File: src/rtl/tff_toggle_sequencer_if.sv
// Control-side bundle for tff_toggle_sequencer: burst launch handshake,
// burst parameters and status readback.
interface tff_toggle_sequencer_if #(
    parameter int CNT_W = 8,
    parameter int GAP_W = 4
);
    logic             start;
    logic [CNT_W-1:0] toggles;
    logic [GAP_W-1:0] gap;
    logic             abort;
    logic             busy;
    logic             done;
    logic [CNT_W-1:0] issued;
    logic             expect_q;
    logic             err;

    modport master (
        output start, toggles, gap, abort,
        input  busy, done, issued, expect_q, err
    );

    modport slave (
        input  start, toggles, gap, abort,
        output busy, done, issued, expect_q, err
    );
endinterface

File: src/rtl/tff_toggle_sequencer.sv
// Burst sequencer driving the t input of one T flip-flop.
// Define TFF_SEQ_READBACK_EN to build the q_fb readback checker.
module tff_toggle_sequencer #(
    parameter int CNT_W = 8,
    parameter int GAP_W = 4
) (
    input  logic                    clk,
    input  logic                    rst_n,
    tff_toggle_sequencer_if.slave   ctl,
    input  logic                    q_fb,
    output logic                    t
);

    typedef enum logic [1:0] {
        IDLE  = 2'd0,
        PULSE = 2'd1,
        GAP   = 2'd2,
        DONE  = 2'd3
    } state_t;

    state_t           state_q, state_d;
    logic [CNT_W-1:0] cnt_q, cnt_d;
    logic [GAP_W-1:0] gap_q, gap_d;
    logic [GAP_W-1:0] gcnt_q, gcnt_d;
    logic [CNT_W-1:0] issued_q, issued_d;
    logic             expq_q, expq_d;
    logic [CNT_W-1:0] issued_inc;

    assign issued_inc = issued_q + CNT_W'(1);

`ifdef TFF_SEQ_READBACK_EN
    logic chk_q, chk_d;
    logic err_q, err_d;
`endif

    always_comb begin
        state_d  = state_q;
        cnt_d    = cnt_q;
        gap_d    = gap_q;
        gcnt_d   = gcnt_q;
        issued_d = issued_q;
        expq_d   = expq_q;
`ifdef TFF_SEQ_READBACK_EN
        chk_d    = 1'b0;
        err_d    = err_q;
        // chk_q is only ever set leaving PULSE, so it never meets a start
        if (chk_q && (q_fb != expq_q)) begin
            err_d = 1'b1;
        end
`endif
        unique case (state_q)
            IDLE: begin
                if (ctl.start) begin
                    issued_d = '0;
                    if (ctl.toggles != '0) begin
                        cnt_d   = ctl.toggles;
                        gap_d   = ctl.gap;
                        expq_d  = q_fb;
                        state_d = PULSE;
`ifdef TFF_SEQ_READBACK_EN
                        err_d   = 1'b0;
`endif
                    end else begin
                        state_d = DONE;
                    end
                end
            end
            PULSE: begin
                issued_d = issued_inc;
                expq_d   = ~expq_q;
`ifdef TFF_SEQ_READBACK_EN
                chk_d    = 1'b1;
`endif
                if (ctl.abort || (issued_inc == cnt_q)) begin
                    state_d = DONE;
                end else if (gap_q == '0) begin
                    state_d = PULSE;
                end else begin
                    gcnt_d  = gap_q - GAP_W'(1);
                    state_d = GAP;
                end
            end
            GAP: begin
                if (ctl.abort) begin
                    state_d = DONE;
                end else if (gcnt_q == '0) begin
                    state_d = PULSE;
                end else begin
                    gcnt_d = gcnt_q - GAP_W'(1);
                end
            end
            DONE: begin
                state_d = IDLE;
            end
            default: begin
                state_d = IDLE;
            end
        endcase
    end

    always_ff @(posedge clk or negedge rst_n) begin
        if (!rst_n) begin
            state_q  <= IDLE;
            cnt_q    <= '0;
            gap_q    <= '0;
            gcnt_q   <= '0;
            issued_q <= '0;
            expq_q   <= 1'b0;
        end else begin
            state_q  <= state_d;
            cnt_q    <= cnt_d;
            gap_q    <= gap_d;
            gcnt_q   <= gcnt_d;
            issued_q <= issued_d;
            expq_q   <= expq_d;
        end
    end

`ifdef TFF_SEQ_READBACK_EN
    always_ff @(posedge clk or negedge rst_n) begin
        if (!rst_n) begin
            chk_q <= 1'b0;
            err_q <= 1'b0;
        end else begin
            chk_q <= chk_d;
            err_q <= err_d;
        end
    end

    assign ctl.err = err_q;
`else
    assign ctl.err = 1'b0;
`endif

    assign t            = (state_q == PULSE);
    assign ctl.busy     = (state_q == PULSE) || (state_q == GAP);
    assign ctl.done     = (state_q == DONE);
    assign ctl.issued   = issued_q;
    assign ctl.expect_q = expq_q;

endmodule
File: src/flat_wrapper.sv
// flat-port wrapper written by rule: the top's interface ports become plain ports
module tff_toggle_sequencer_flat 
#(
    parameter int CNT_W = 8,
    parameter int GAP_W = 4
)
  (clk, rst_n, q_fb, t, ctl_start, ctl_toggles, ctl_gap, ctl_abort, ctl_busy, ctl_done, ctl_issued, ctl_expect_q, ctl_err);
  tff_toggle_sequencer_if #(.CNT_W(CNT_W), .GAP_W(GAP_W)) ctl_i ();
  input  logic clk;
  input  logic rst_n;
  input  logic q_fb;
  output logic t;
  input wire logic [$bits(ctl_i.start)-1:0] ctl_start;
  input wire logic [$bits(ctl_i.toggles)-1:0] ctl_toggles;
  input wire logic [$bits(ctl_i.gap)-1:0] ctl_gap;
  input wire logic [$bits(ctl_i.abort)-1:0] ctl_abort;
  output wire logic [$bits(ctl_i.busy)-1:0] ctl_busy;
  output wire logic [$bits(ctl_i.done)-1:0] ctl_done;
  output wire logic [$bits(ctl_i.issued)-1:0] ctl_issued;
  output wire logic [$bits(ctl_i.expect_q)-1:0] ctl_expect_q;
  output wire logic [$bits(ctl_i.err)-1:0] ctl_err;
  assign ctl_i.start = ctl_start;
  assign ctl_i.toggles = ctl_toggles;
  assign ctl_i.gap = ctl_gap;
  assign ctl_i.abort = ctl_abort;
  assign ctl_busy = ctl_i.busy;
  assign ctl_done = ctl_i.done;
  assign ctl_issued = ctl_i.issued;
  assign ctl_expect_q = ctl_i.expect_q;
  assign ctl_err = ctl_i.err;
  tff_toggle_sequencer #(.CNT_W(CNT_W), .GAP_W(GAP_W)) u_core (.clk(clk), .rst_n(rst_n), .ctl(ctl_i), .q_fb(q_fb), .t(t));
endmodule
File: config.mk
export PLATFORM = sky130hd
export DESIGN_NAME = tff_toggle_sequencer_flat
export DESIGN_NICKNAME = d
export VERILOG_FILES = /design/src/rtl/tff_toggle_sequencer_if.sv /design/src/rtl/tff_toggle_sequencer.sv /design/src/flat_wrapper.sv
export SDC_FILE = /design/constraint.sdc
export NUM_CORES = 1
export LEC_CHECK = 0
export BUFFER_PORTS_ARGS = -buffer_cell sky130_fd_sc_hd__buf_4
export CAP_MARGIN = 20
export CELL_PAD_IN_SITES_DETAIL_PLACEMENT = 0
export CELL_PAD_IN_SITES_GLOBAL_PLACEMENT = 1
export CORE_UTILIZATION = 40
export CTS_BUF_LIST = sky130_fd_sc_hd__clkbuf_4 sky130_fd_sc_hd__clkbuf_8
export DETAILED_ROUTE_END_ITERATION = 8
export PLACE_DENSITY = 0.75
export RECOVER_POWER = 25
export SKIP_CTS_REPAIR_TIMING = 1
export SYNTH_ARGS = -nofsm -noshare
export SYNTH_HDL_FRONTEND = slang
export SYNTH_SLANG_ARGS = --single-unit
File: constraint.sdc
create_clock -name clk -period 3.87 [get_ports clk]
set_input_delay 0.387 -clock clk [delete_from_list [all_inputs] [get_ports clk]]
set_output_delay 0.387 -clock clk [all_outputs]
set_load 0.02 [all_outputs]
======== Yosys cells after proc, flatten, opt, wreduce, memory -nomap -nowiden ========
Index checks and enable logic that the tools add are counted.
cells by class
  bitwise gates (word level) .............. 1
  muxes and demuxes ....................... 17
  $add $sub $neg .......................... 3
  equal/unequal tests ..................... 11
  reduce and logical (&&, ||, !) cells .... 13
operators by type and width
  operator                                                number
  two-way mux 4 bit                                       4
  one-hot mux 8 bit (2 select lines)                      1
  two-way mux 2 bit                                       6
  inequality test 2 bit (second input constant)           5
  adder 8 x 1 -> 8 bit (second input constant)            1
  == test 8 bit                                           1
  logical NOT 4 bit                                       2
  two-way mux 8 bit                                       1
  one-hot mux 2 bit (4 select lines)                      1
  one-hot mux 4 bit (2 select lines)                      1
  nonzero test 8 bit                                      1
  subtractor 4 x 1 -> 4 bit (second input constant)       2
  AND reduction 3 bit                                     2
  AND reduction 5 bit                                     1
  == test 2 bit (second input constant)                   2
  AND reduction 2 bit                                     2
  nonzero test 2 bit                                      2
  inequality test 3 x 2 -> 1 bit (second input constant)  1
  == test 2 x 1 -> 1 bit (second input constant)          1
  logical NOT 2 bit                                       1
  logical OR 1 bit                                        2
  two-way mux 1 bit                                       2
  inequality test 2 x 1 -> 1 bit (second input constant)  1
  one-hot mux 1 bit (2 select lines)                      1
  inverter 1 bit                                          1
word-level totals
  input port bits ......................... 17
  logic and storage cells ................. 51
  flip-flop bits (word level) ............. 27
  output and inout port bits .............. 13

======== Longest topological paths before layout ========
Gate-level depths: netlist (run 1).
  depth after elaboration ................. 5
  mapped depth ............................ 9
  gate-level depth less buffers ........... 8

======== Worst setup path before layout (run 1) ========
No wires, ideal clock.
  path type ............................... reg2reg
  from .................................... register u_core.issued_q[0], in the netlist u_core.ctl.issued[0]
  to ...................................... register u_core.gcnt_q[3]
  cell stages (with the launch flop) ...... 8
  data required time ...................... 3744 ps
  data arrival time ....................... 2058 ps
  path buffers ............................ 0
  path slack .............................. 1686 ps
  setup time .............................. 126 ps
  period minus slack after synthesis ...... 2184 ps
  path through ............................ dfrtp_1 -> ha_1 -> and3_1 -> and3_2 -> o2111ai_2 -> o31ai_2 -> a21oi_2 -> a221o_1
on the way
  word-level cells in the longest chain between the ends .. 5
RTL lines
  item                             line                         RTL
  start: declaration               tff_toggle_sequencer.sv:25   logic [CNT_W-1:0] issued_q, issued_d;
  start signal: assignment         tff_toggle_sequencer.sv:114  issued_q <= issued_d;
  adder 8 x 1 -> 8 bit             tff_toggle_sequencer.sv:29   assign issued_inc = issued_q + CNT_W'(1);
  == test 8 bit                    tff_toggle_sequencer.sv:74   if (ctl.abort || (issued_inc == cnt_q)) begin
  logical OR 1 bit                 tff_toggle_sequencer.sv:74
  inequality test 2 bit (no line)  --
  AND reduction 5 bit (no line)    --
  end signal: assignment           tff_toggle_sequencer.sv:113  gcnt_q <= gcnt_d;
  end: declaration                 tff_toggle_sequencer.sv:24   logic [GAP_W-1:0] gcnt_q, gcnt_d;
No other way between the ends.
A chain may end at the register's enable or synchronous reset.

======== Worst setup path after layout (run 1) ========
  from .................................... register u_core.state_q[0]
  to ...................................... register u_core.gcnt_q[0]
on the way
  word-level cells in the longest chain between the ends .. 3
  elaborated cells between the ends (all ways) .. 9
  classes of those cells .................. eq/ne: 6; mux: 1; reduce/logical: 2
RTL lines
  item                                                                   line                         RTL
  start: declaration                                                     tff_toggle_sequencer.sv:21   state_t state_q, state_d;
  start signal: assignment                                               tff_toggle_sequencer.sv:110  state_q <= state_d;
  == test 2 bit or == test 2 x 1 -> 1 bit (tied branches)                tff_toggle_sequencer.sv:51   unique case (state_q)
  inequality test 2 bit (no line) or nonzero test 2 bit (tied branches)  --
  AND reduction 5 bit (no line)                                          --
Several ways; a longest one is shown, not always the timed one.

==> summary.txt, run 1 <==
Power
  – Tot Pwr: 1.506 mW
  – Leak pwr: 0.8391 nW
  – PD cells: 773.9 nW/µm²
  – Worst vdd ir: 290.4 µV

Route
  – DRT met1 WL: 1.853 mm
  – DR iter-0 viols: 69
  – Number of vias per cell: 5.537
  – Wirelength per Cell: 15.13 µm
  – Top Metal Used: met4
  – 1st-pass router iterations: 5
  – Met3 wire length: 126 µm
  – Drc violations: 0
  – Vias: 1,362
  – Routed WL: 3.721 mm
  – Met2 routed WL: 1.716 mm
  – Antenna-violating nets left: 0

STA
  – Max Slew Vio Count: 0
  – FMAX: 0.4102 GHz
  – Final min period: 2.438 ns
  – Worst-margin pin slew: 1.452 ns
  – Period utilization: 0.6299
  – Clock Skew: 0.002354 ns
  – Setup TNS: 0 ns
  – Setup violators final: 0
  – RSZ-0062 raised after global routing: no
  – Max transition margin: 0.03201
  – Hold Fails Final Rpt: 0

Setup path
  – Cell family with most CP delay: simple AND/OR/NAND/NOR gates
  – R2r setup slk: 1.43 ns
  – CP Max Fanout: 10
  – Startpoint Class: flop
  – Slowest cell on the critical path: nor3b_1
  – R2R cell count: 6
  – Reg2reg start: u_core.state_q[0]
  – Worst EP arrival: 2.60 ns
  – Crit. End Element: flop
  – Worst Path Required: 4.04 ns
  – Worst path max stage delay: 0.63 ns
  – WP buf/inv: 1
  – Worst r2r dst: u_core.gcnt_q[0]
  – WS Path Type: reg2reg
  – Critical path, cell by cell: inv_1 -> ha_1 -> nor3b_1 -> nor2_1 -> a21oi_2 -> mux2_1

Placement
  – Port Buffers: 28
  – Hpwl dp: 2.781 mm
  – Placed cells: 242
  – GPL Wtd Cong: 0.7666
  – DP Area: 1901 µm²

Logic synthesis
  – Top FF cell, synth: dfrtp_1
  – Yosys cell types: 47
  – Syn_nets: 195
  – Post-synthesis sequential area ratio: 0.3985
  – Count of flip-flops with a built-in enable after synthesis: 0
  – Post-Syn Area: 1695 µm²
  – Syn avg cell area: 9.857 µm²
  – Async SR Flop Fraction: 1.000
  – Synth Warn #: 0
  – Cells after Synth: 172
  – Number of synthesized register bits: 27

Cells and area
  – Antenna diodes: 0
  – Area Overhead vs Synth: 14.76%
  – Utilization after layout: 0.4829
  – Number of fill cells: 392
  – Non-filler instance count after layout: 246
  – Area of the multi-input gates: 925.9 µm²
  – Final nets: 220
  – Final Instance Area: 1946 µm²
  – Share of cells above drive strength 1: 0.2551
  – Reg area: 675.6 µm²

Clock tree
  – Clock-pin slew on the worst setup and hold paths: 0.10 ns
  – H-tree depth: 1
  – Clock Tree Buf Depth: 2
  – CTS tree: built
  – CTS Buf Count: 3
  – Root Driver: clkbuf_8
  – Clk_lat worst skew: 0.27 ns
  – Sink Count: 27

Floorplanning
  – DIE HEIGHT: 67.11 µm
  – Initial Utilization: 0.4208
  – I/O pin total: 30
  – Cell Rows: 23
  – Die X: 67.11 µm
  – Die footprint: 4503 µm²
  – Core Area: 4029 µm²

Outcome
  – Status: finished clean

GRT
  – Initial antenna violation count: 0
  – First-pass GRT wire length: 6.189 mm
  – Global-route usage over all layers: 0.1817
  – GRT overflow: 0
  – Pin count of the biggest net entering global routing: 28
  – Vias in the first global route: 1,283

Hold path
  – Hold EP: u_core.gap_q[3]
  – Hold path startpoint: ctl_gap[3]
  – Hold path depth: 2
  – Tightest Hold Check Type: in2reg

Run
  – Max-Cap Viols: 0
-- flip-flops by register name, summed over array words and instances (netlist names) --
| signal | cells |
|---|---|
| u_core.ctl.expect_q | 1 |
| u_core.ctl.issued | 8 |
| u_core.gcnt_q | 4 |
| u_core.cnt_q | 8 |
| u_core.state_q | 2 |
| u_core.gap_q | 4 |
-- worst reg2reg max path, delay by kind of cell (launching register included) --
kind            cells  cell delay (ns)
fa+ha+maj           1             0.39
flops               1             0.45
mux                 1             0.35
simple gates        2             0.76
buf+inv             1             0.12
compound gates      1             0.26
-- power by group --
| part | switching [mW] | internal (mW) | total (mW) |
|---|---|---|---|
| Clock | 0.0922 | 0.0809 | 0.173 |
| Sequential | 0.150 | 0.404 | 0.554 |
| Combinational | 0.423 | 0.356 | 0.779 |
-- placed cells by master, fill, tap and decap left out, types with 6 or more instances in the layout --
cell / instances
mux2i_1: 6
ha_1: 6
nor2_1: 10
o21ai_0: 15
dfrtp_1: 27
mux2_2: 11
buf_4: 28
a21oi_1: 9
xor2_1: 6
nand2_1: 12
nor3_1: 7
-- metal layers --
layer  vias to the layer above  GRT usage
met3                         5    0.02055
li1                        671          -
met2                        32     0.2900
met5                         -          0
met1                       654     0.2646
met4                         0    0.03191
-- Yosys cell counts, types with 3 or more instances --
cell type  count  share of area
a21oi_1        9          0.027
and3_1         3          0.011
buf_6          3          0.020
dfrtp_1       27           0.40
ha_1           6          0.044
inv_1          5          0.011
mux2_2        11          0.073
mux2i_1        6          0.035
nand2_1       12          0.027
nand3_1        4          0.012
nor2_1        10          0.022
nor2b_1        3          0.011
nor3_1         7          0.021
nor4_1         5          0.018
o21ai_0       15          0.044
xor2_1         6          0.031
-- worst max path at each step --
stage	end	from	depth (start not counted)	slack [ns]
4_1_cts	u_core.gcnt_q[0]	u_core.state_q[0]	6	1.44
3_3_place_gp	u_core.gcnt_q[0]	u_core.state_q[0]	6	1.46
3_5_place_dp	u_core.gcnt_q[0]	u_core.state_q[0]	6	1.46
5_1_grt	u_core.gcnt_q[0]	u_core.state_q[0]	6	1.24
6_report	u_core.gcnt_q[0]	u_core.state_q[0]	6	1.43
2_1_floorplan	u_core.gcnt_q[3]	u_core.ctl.issued[0]	7	1.69
-- per-stage QoR --
stage               hold slack, ns  setup WS (ns)
floorplan                  0.09141          1.686
global placement            0.3224          1.463
detailed placement          0.3260          1.462
CTS                        0.02829          1.438
global route                0.3470          1.239
finish                      0.3456          1.432
-- cell families after synthesis --
family | after synthesis | share of synthesized area
other | 1 | 0.002212
and+or+nand+nor | 57 | 0.1786
DFF | 27 | 0.3985
buffers and inverters | 14 | 0.05534
adders and majority gates | 6 | 0.04428
xor gates and xnor gates | 8 | 0.04576
muxes | 18 | 0.1151
AOI/OAI and AO/OA | 41 | 0.1601
-- final cells by class --
type,instances,area share
Timing Repair Buffer,29,0.1100
Inverter,5,0.009646
Multi-Input combinational cell,131,0.4759
Tap cell,50,0.03215
Sequential cell,27,0.3473
Clock buffer,4,0.02508
No activity file was read; power rests on OpenSTA's default activity.
==> run 2, diff against run 1 <==
- PLACE_DENSITY: 0.75 -> 0.78
- clock period: 3.87 -> 2.2 ns (I/O delays scaled with it)
==> run 2 against run 1 <==
  * Maximum frequency rose by 17%
  * Largest power group unchanged
  * Cell area up 5.6%
  * Sequential power is 73% higher
  * Clock power up 68%
  * Clock skew is 0.0027 ns higher
  * Sequential cell count unchanged
==> summary.txt, run 2 (same netlist as run 1, synthesis figures left out) <==
Outcome
  – Status: finished clean

Floorplanning
  – Die X: 67.11 µm (unchanged)
  – DIE HEIGHT: 67.11 µm (unchanged)
  – Initial Utilization: 0.4208 (unchanged)
  – I/O pin total: 30 (unchanged)
  – Core Area: 4029 µm² (unchanged)
  – Cell Rows: 23 (unchanged)
  – Die footprint: 4503 µm² (unchanged)

Cells and area
  – Area Overhead vs Synth: 21.18%
  – Antenna diodes: 0 (unchanged)
  – Most common cell after layout, fill and taps aside: buf_4
  – Final nets: 231 (+5.0%)
  – Leading cell types in the layout, fill and taps excluded: buf_4, dfrtp_1, o21ai_0
  – Number of fill cells: 405 (+3.3%)
  – Share of cells above drive strength 1: 0.3092 (+0.05408)

Placement
  – Hpwl dp: 2.808 mm (+0.97%)
  – GPL Wtd Cong: 0.8177 (+6.7%)
  – Port Buffers: 28 (unchanged)

STA
  – Final min period: 2.081 ns (-0.3563 ns)
  – RSZ-0062 raised after global routing: no
  – Worst-margin pin slew: 1.449 ns (-0.003426 ns)
  – FMAX: 0.4804 GHz (+17%)
  – Max transition margin: 0.03430 (+0.002284)
  – Setup violators final: 0 (unchanged)
  – Clock Skew: 0.005100 ns (+0.002747 ns)
  – Setup TNS: 0 ns (unchanged)
  – Hold Fails Final Rpt: 0 (unchanged)
  – Max Slew Vio Count: 0 (unchanged)
  – Period utilization: 0.9461 (+0.3162)

Route
  – Drc violations: 0 (unchanged)
  – Routed WL: 3.687 mm (-0.91%)
  – 1st-pass router iterations: 4 (-1)
  – Wirelength per Cell: 14.35 µm (-5.2%)
  – Antenna-violating nets left: 0 (unchanged)
  – Number of vias per cell: 5.397 (-2.5%)
  – DR iter-0 viols: 67 (-2.9%)
  – Vias: 1,387 (+1.8%)

Setup path
  – Worst path max stage delay: 0.40 ns (-0.23 ns)
  – Worst EP arrival: 2.25 ns (-0.35 ns)
  – Worst Path Required: 2.37 ns (-1.67 ns)
  – Critical Path Stages: 7 (+1)
  – Startpoint Class: flop
  – Critical path, cell by cell: ha_1 -> and3_1 -> a21oi_1 -> o2111ai_2 -> o31ai_4 -> a21oi_4 -> a221o_1
  – Reg2reg start: u_core.ctl.issued[0]
  – Crit. End Element: flop
  – Cell family with most CP delay: compound AO/OA/AOI/OAI gates
  – WS Path Type: reg2reg
  – CP Max Fanout: 5 (-5)
  – Slowest cell on the critical path: dfrtp_1
  – R2R cell count: 7 (+1)
  – CP Launch Point: u_core.ctl.issued[0]
  – WP buf/inv: 0 (-1)

Hold path
  – Hold path depth: 2 (unchanged)
  – Hold path startpoint: ctl_gap[2]
  – Tightest Hold Check Type: in2reg

Power
  – PD cells: 1360 nW/µm² (+76%)
  – Worst vdd ir: 610.4 µV (+110%)
  – Tot Pwr: 2.794 mW (+86%)
  – Leak pwr: 0.8916 nW (+6.3%)

GRT
  – Pin count of the biggest net entering global routing: 28 (unchanged)
  – GRT overflow: 0 (unchanged)
  – First-pass GRT wire length: 6.299 mm (+1.8%)
  – Vias in the first global route: 1,372 (+6.9%)
  – Global-route usage over all layers: 0.1868 (+0.005070)
  – Initial antenna violation count: 0 (unchanged)

Clock tree
  – Sink Count: 27 (unchanged)
  – Root Driver: clkbuf_8
  – CTS Buf Count: 3 (unchanged)
  – Clock-pin slew on the worst setup and hold paths: 0.10 ns (about the same)
  – CTS tree: built
  – H-tree depth: 1 (unchanged)
  – Clk_lat worst skew: 0.27 ns (about the same)
  – Clock Tree Buf Depth: 2 (unchanged)

Run
  – Max-Cap Viols: 0 (unchanged)
-- run 2: per-layer routing --
metal / global-route usage / share of wire
met5: 0 / 0
met1: 0.2673 / 0.51
met3: 0.02055 / 0.025
met4: 0.07181 / 0.011
met2: 0.2863 / 0.46
-- run 2: layout make-up --
class | instances | area, µm² | area share
well taps | 50 | 62.56 | 0.03045
repair buffers | 40 | 299.0 | 0.1456
multi-input cells | 131 | 949.7 | 0.4622
clock buffers | 3 | 41.29 | 0.02010
inverters | 5 | 18.77 | 0.009135
flip-flops and latches | 27 | 678.2 | 0.3301
clock inverters | 1 | 5.005 | 0.002436
-- run 2: per-stage QoR --
step,hold slack [ns],std cells,util,instance area (µm²),setup slack (ns)
2_1_floorplan,-0.07559,172,-,1695,0.01577
3_3_place_gp,0.1552,252,0.4904,1976,0.1330
3_5_place_dp,0.1578,252,0.4904,1976,0.05271
4_1_cts,-0.1436,256,0.5019,2022,0.03276
5_1_grt,0.1673,257,0.5099,2054,0.002401
6_report,0.1726,257,0.5099,2054,0.1185
-- run 2: worst reg2reg max path, stage by stage (launching register included) --
cell       delay, ns
dfrtp_1         0.40
ha_1            0.27
and3_1          0.20
a21oi_1         0.17
o2111ai_2       0.18
o31ai_4         0.32
a21oi_4         0.11
a221o_1         0.33
-- run 2: where the power goes --
| part | internal (mW) | switching [mW] |
|---|---|---|
| clock network | 0.127 | 0.163 |
| registers | 0.715 | 0.243 |
| logic | 0.737 | 0.810 |
-- run 2: worst paths after layout --
path	endpoint	slack, ns
worst min-delay path	u_core.gap_q[2]	0.17
max in group asynchronous	u_core.ctl.issued[3]	0.44
worst max-delay path	u_core.gcnt_q[3]	0.12
worst max register to register	u_core.gcnt_q[3]	0.12
min in group asynchronous	u_core.cnt_q[7]	0.82
worst min register to register	u_core.cnt_q[7]	0.54
==> run 3, diff against run 2 <==
- clock period: 2.2 -> 1.8 ns (I/O delays scaled with it)
==> run 3 against run 2 <==
  * The run now ends with setup timing left
  * Critical path depth decreased by 1
  * Register-to-register slack got worse by 0.32 ns
  * Clock-buffer cell count increased by 1
  * Worst hold slack got worse by 0.039 ns
  * Global-route usage increased by 2.7 points
  * Largest power group unchanged
  * Critical endpoint is now u_core.gcnt_q[0]
  * Worst setup slack got worse by 0.32 ns
==> summary.txt, run 3 (same netlist as run 1, synthesis figures left out) <==
Cells and area
  – Area Overhead vs Synth: 40.07%
  – Antenna diodes: 0 (unchanged)
  – Leading cell types in the layout, fill and taps excluded: buf_4, dfrtp_1, o21ai_0
  – Non-filler instance count after layout: 280 (+8.9%)
  – Number of fill cells: 385 (-4.9%)
  – Most common cell after layout, fill and taps aside: buf_4
  – Final nets: 254 (+10%)
  – Final Instance Area: 2375 µm² (+16%)
  – Share of cells above drive strength 1: 0.4609 (+0.1517)

Route
  – Vias: 1,508 (+8.7%)
  – Number of vias per cell: 5.386 (-0.21%)
  – Antenna-violating nets left: 0 (unchanged)
  – Routed WL: 4.432 mm (+20%)
  – DR iter-0 viols: 47 (-30%)
  – 1st-pass router iterations: 4 (unchanged)
  – Drc violations: 0 (unchanged)
  – Wirelength per Cell: 15.83 µm (+10%)

Floorplanning
  – DIE HEIGHT: 67.11 µm (unchanged)
  – I/O pin total: 30 (unchanged)
  – Initial Utilization: 0.4208 (unchanged)
  – Die footprint: 4503 µm² (unchanged)
  – Cell Rows: 23 (unchanged)
  – Core Area: 4029 µm² (unchanged)
  – Die X: 67.11 µm (unchanged)

Outcome
  – Violated checks: setup timing
  – Status: complete, but fails checks

Placement
  – Placed cells: 275 (+9.1%)
  – GPL Wtd Cong: 0.8165 (-0.15%)
  – Port Buffers: 28 (unchanged)
  – Hpwl dp: 3.379 mm (+20%)
  – DP Area: 2190 µm² (+11%)

Setup path
  – CP Max Fanout: 4 (-1)
  – Startpoint Class: flop
  – Worst path max stage delay: 0.49 ns (+0.09 ns)
  – WS Path Type: reg2reg
  – Cell family with most CP delay: simple AND/OR/NAND/NOR gates
  – Worst EP arrival: 2.17 ns (-0.08 ns)
  – WP buf/inv: 0 (unchanged)
  – Slowest cell on the critical path: nor4b_2
  – Crit. End Element: flop
  – Critical path, cell by cell: nand4_1 -> nor4b_2 -> a211oi_4 -> o31ai_4 -> a21oi_2 -> mux2_4
  – Worst Path Required: 1.97 ns (-0.40 ns)

STA
  – Max Slew Vio Count: 0 (unchanged)
  – Worst-margin pin slew: 0.6945 ns (-0.7541 ns)
  – RSZ-0062 raised after global routing: yes
  – Worst hold slack: 0.1340 ns (-0.03862 ns)
  – Setup violators final: 6 (+6)
  – Final min period: 2.002 ns (-0.07968 ns)
  – Hold Fails Final Rpt: 0 (unchanged)
  – Setup ws final: -0.2018 ns (-0.3203 ns)
  – FMAX: 0.4996 GHz (+4.0%)
  – Period utilization: 1.112 (+0.1660)
  – Max transition margin: 0.5370 (+0.5027)
  – Clock Skew: 0.002294 ns (-0.002806 ns)
  – Setup TNS: -0.7874 ns (-0.7874 ns)

Clock tree
  – Clock-pin slew on the worst setup and hold paths: 0.09 ns (about the same)
  – Clk_lat worst skew: 0.27 ns (about the same)
  – H-tree depth: 1 (unchanged)
  – Clock Tree Buf Depth: 2 (unchanged)
  – Root Driver: clkbuf_8
  – CTS tree: built
  – CTS Buf Count: 3 (unchanged)
  – Sink Count: 27 (unchanged)

Power
  – PD cells: 1673 nW/µm² (+23%)
  – Leak pwr: 1.030 nW (+16%)
  – Worst vdd ir: 968.5 µV (+59%)
  – Tot Pwr: 3.973 mW (+42%)

GRT
  – Vias in the first global route: 1,495 (+9.0%)
  – GRT overflow: 0 (unchanged)
  – Pin count of the biggest net entering global routing: 28 (unchanged)
  – First-pass GRT wire length: 7.086 mm (+12%)
  – Global-route usage over all layers: 0.2140 (+0.02719)
  – Initial antenna violation count: 0 (unchanged)

Hold path
  – Tightest Hold Check Type: in2reg

Run
  – Max-Cap Viols: 0 (unchanged)
[run 3: final cells by class]
type	instances	area, µm²	area share
Multi-Input combinational cell	131	1086	0.4573
Sequential cell	27	681.9	0.2871
Timing Repair Buffer	63	476.7	0.2007
Tap cell	50	62.56	0.02634
Clock buffer	4	48.80	0.02055
Inverter	5	18.77	0.007903
[run 3: final timing paths]
path,startpoint,to,slack (ns),depth (start not counted)
min in group asynchronous,rst_n,u_core.cnt_q[5],0.48,2
max in group asynchronous,rst_n,u_core.ctl.issued[3],0.83,2
worst max-delay path,u_core.ctl.issued[3],u_core.gcnt_q[0],-0.20,6
worst min-delay path,ctl_gap[1],u_core.gap_q[1],0.13,2
worst max register to register,u_core.ctl.issued[3],u_core.gcnt_q[0],-0.20,6
worst min register to register,u_core.cnt_q[1],u_core.cnt_q[1],0.57,1
[run 3: routing by layer]
| layer | track usage | wire (µm) | vias up |
|---|---|---|---|
| li1 | - | - | 740 |
| met1 | 0.2806 | 2044 | 738 |
| met2 | 0.3588 | 2233 | 25 |
| met3 | 0.03082 | 106 | 5 |
| met4 | 0.06915 | 48 | 0 |
| met5 | 0 | 0 | - |
[run 3: worst register-to-register path: cells and delay by family, from the launching register on]
kind            cells  cell delay, ns
mux                 1            0.30
flops               1            0.48
compound gates      3            0.43
simple gates        2            0.70
[run 3: per-stage QoR]
stage            util  setup WS (ns)
4_1_cts        0.5556        -0.2100
6_report       0.5894        -0.2018
2_1_floorplan       -        -0.1516
3_5_place_dp   0.5435        -0.2093
5_1_grt        0.5894        -0.2862
3_3_place_gp   0.5435        -0.1092
[run 3: report_power, final]
group          switching (mW)  internal (mW)
clock                   0.193          0.174
combinational            1.25           1.20
sequential              0.273          0.877
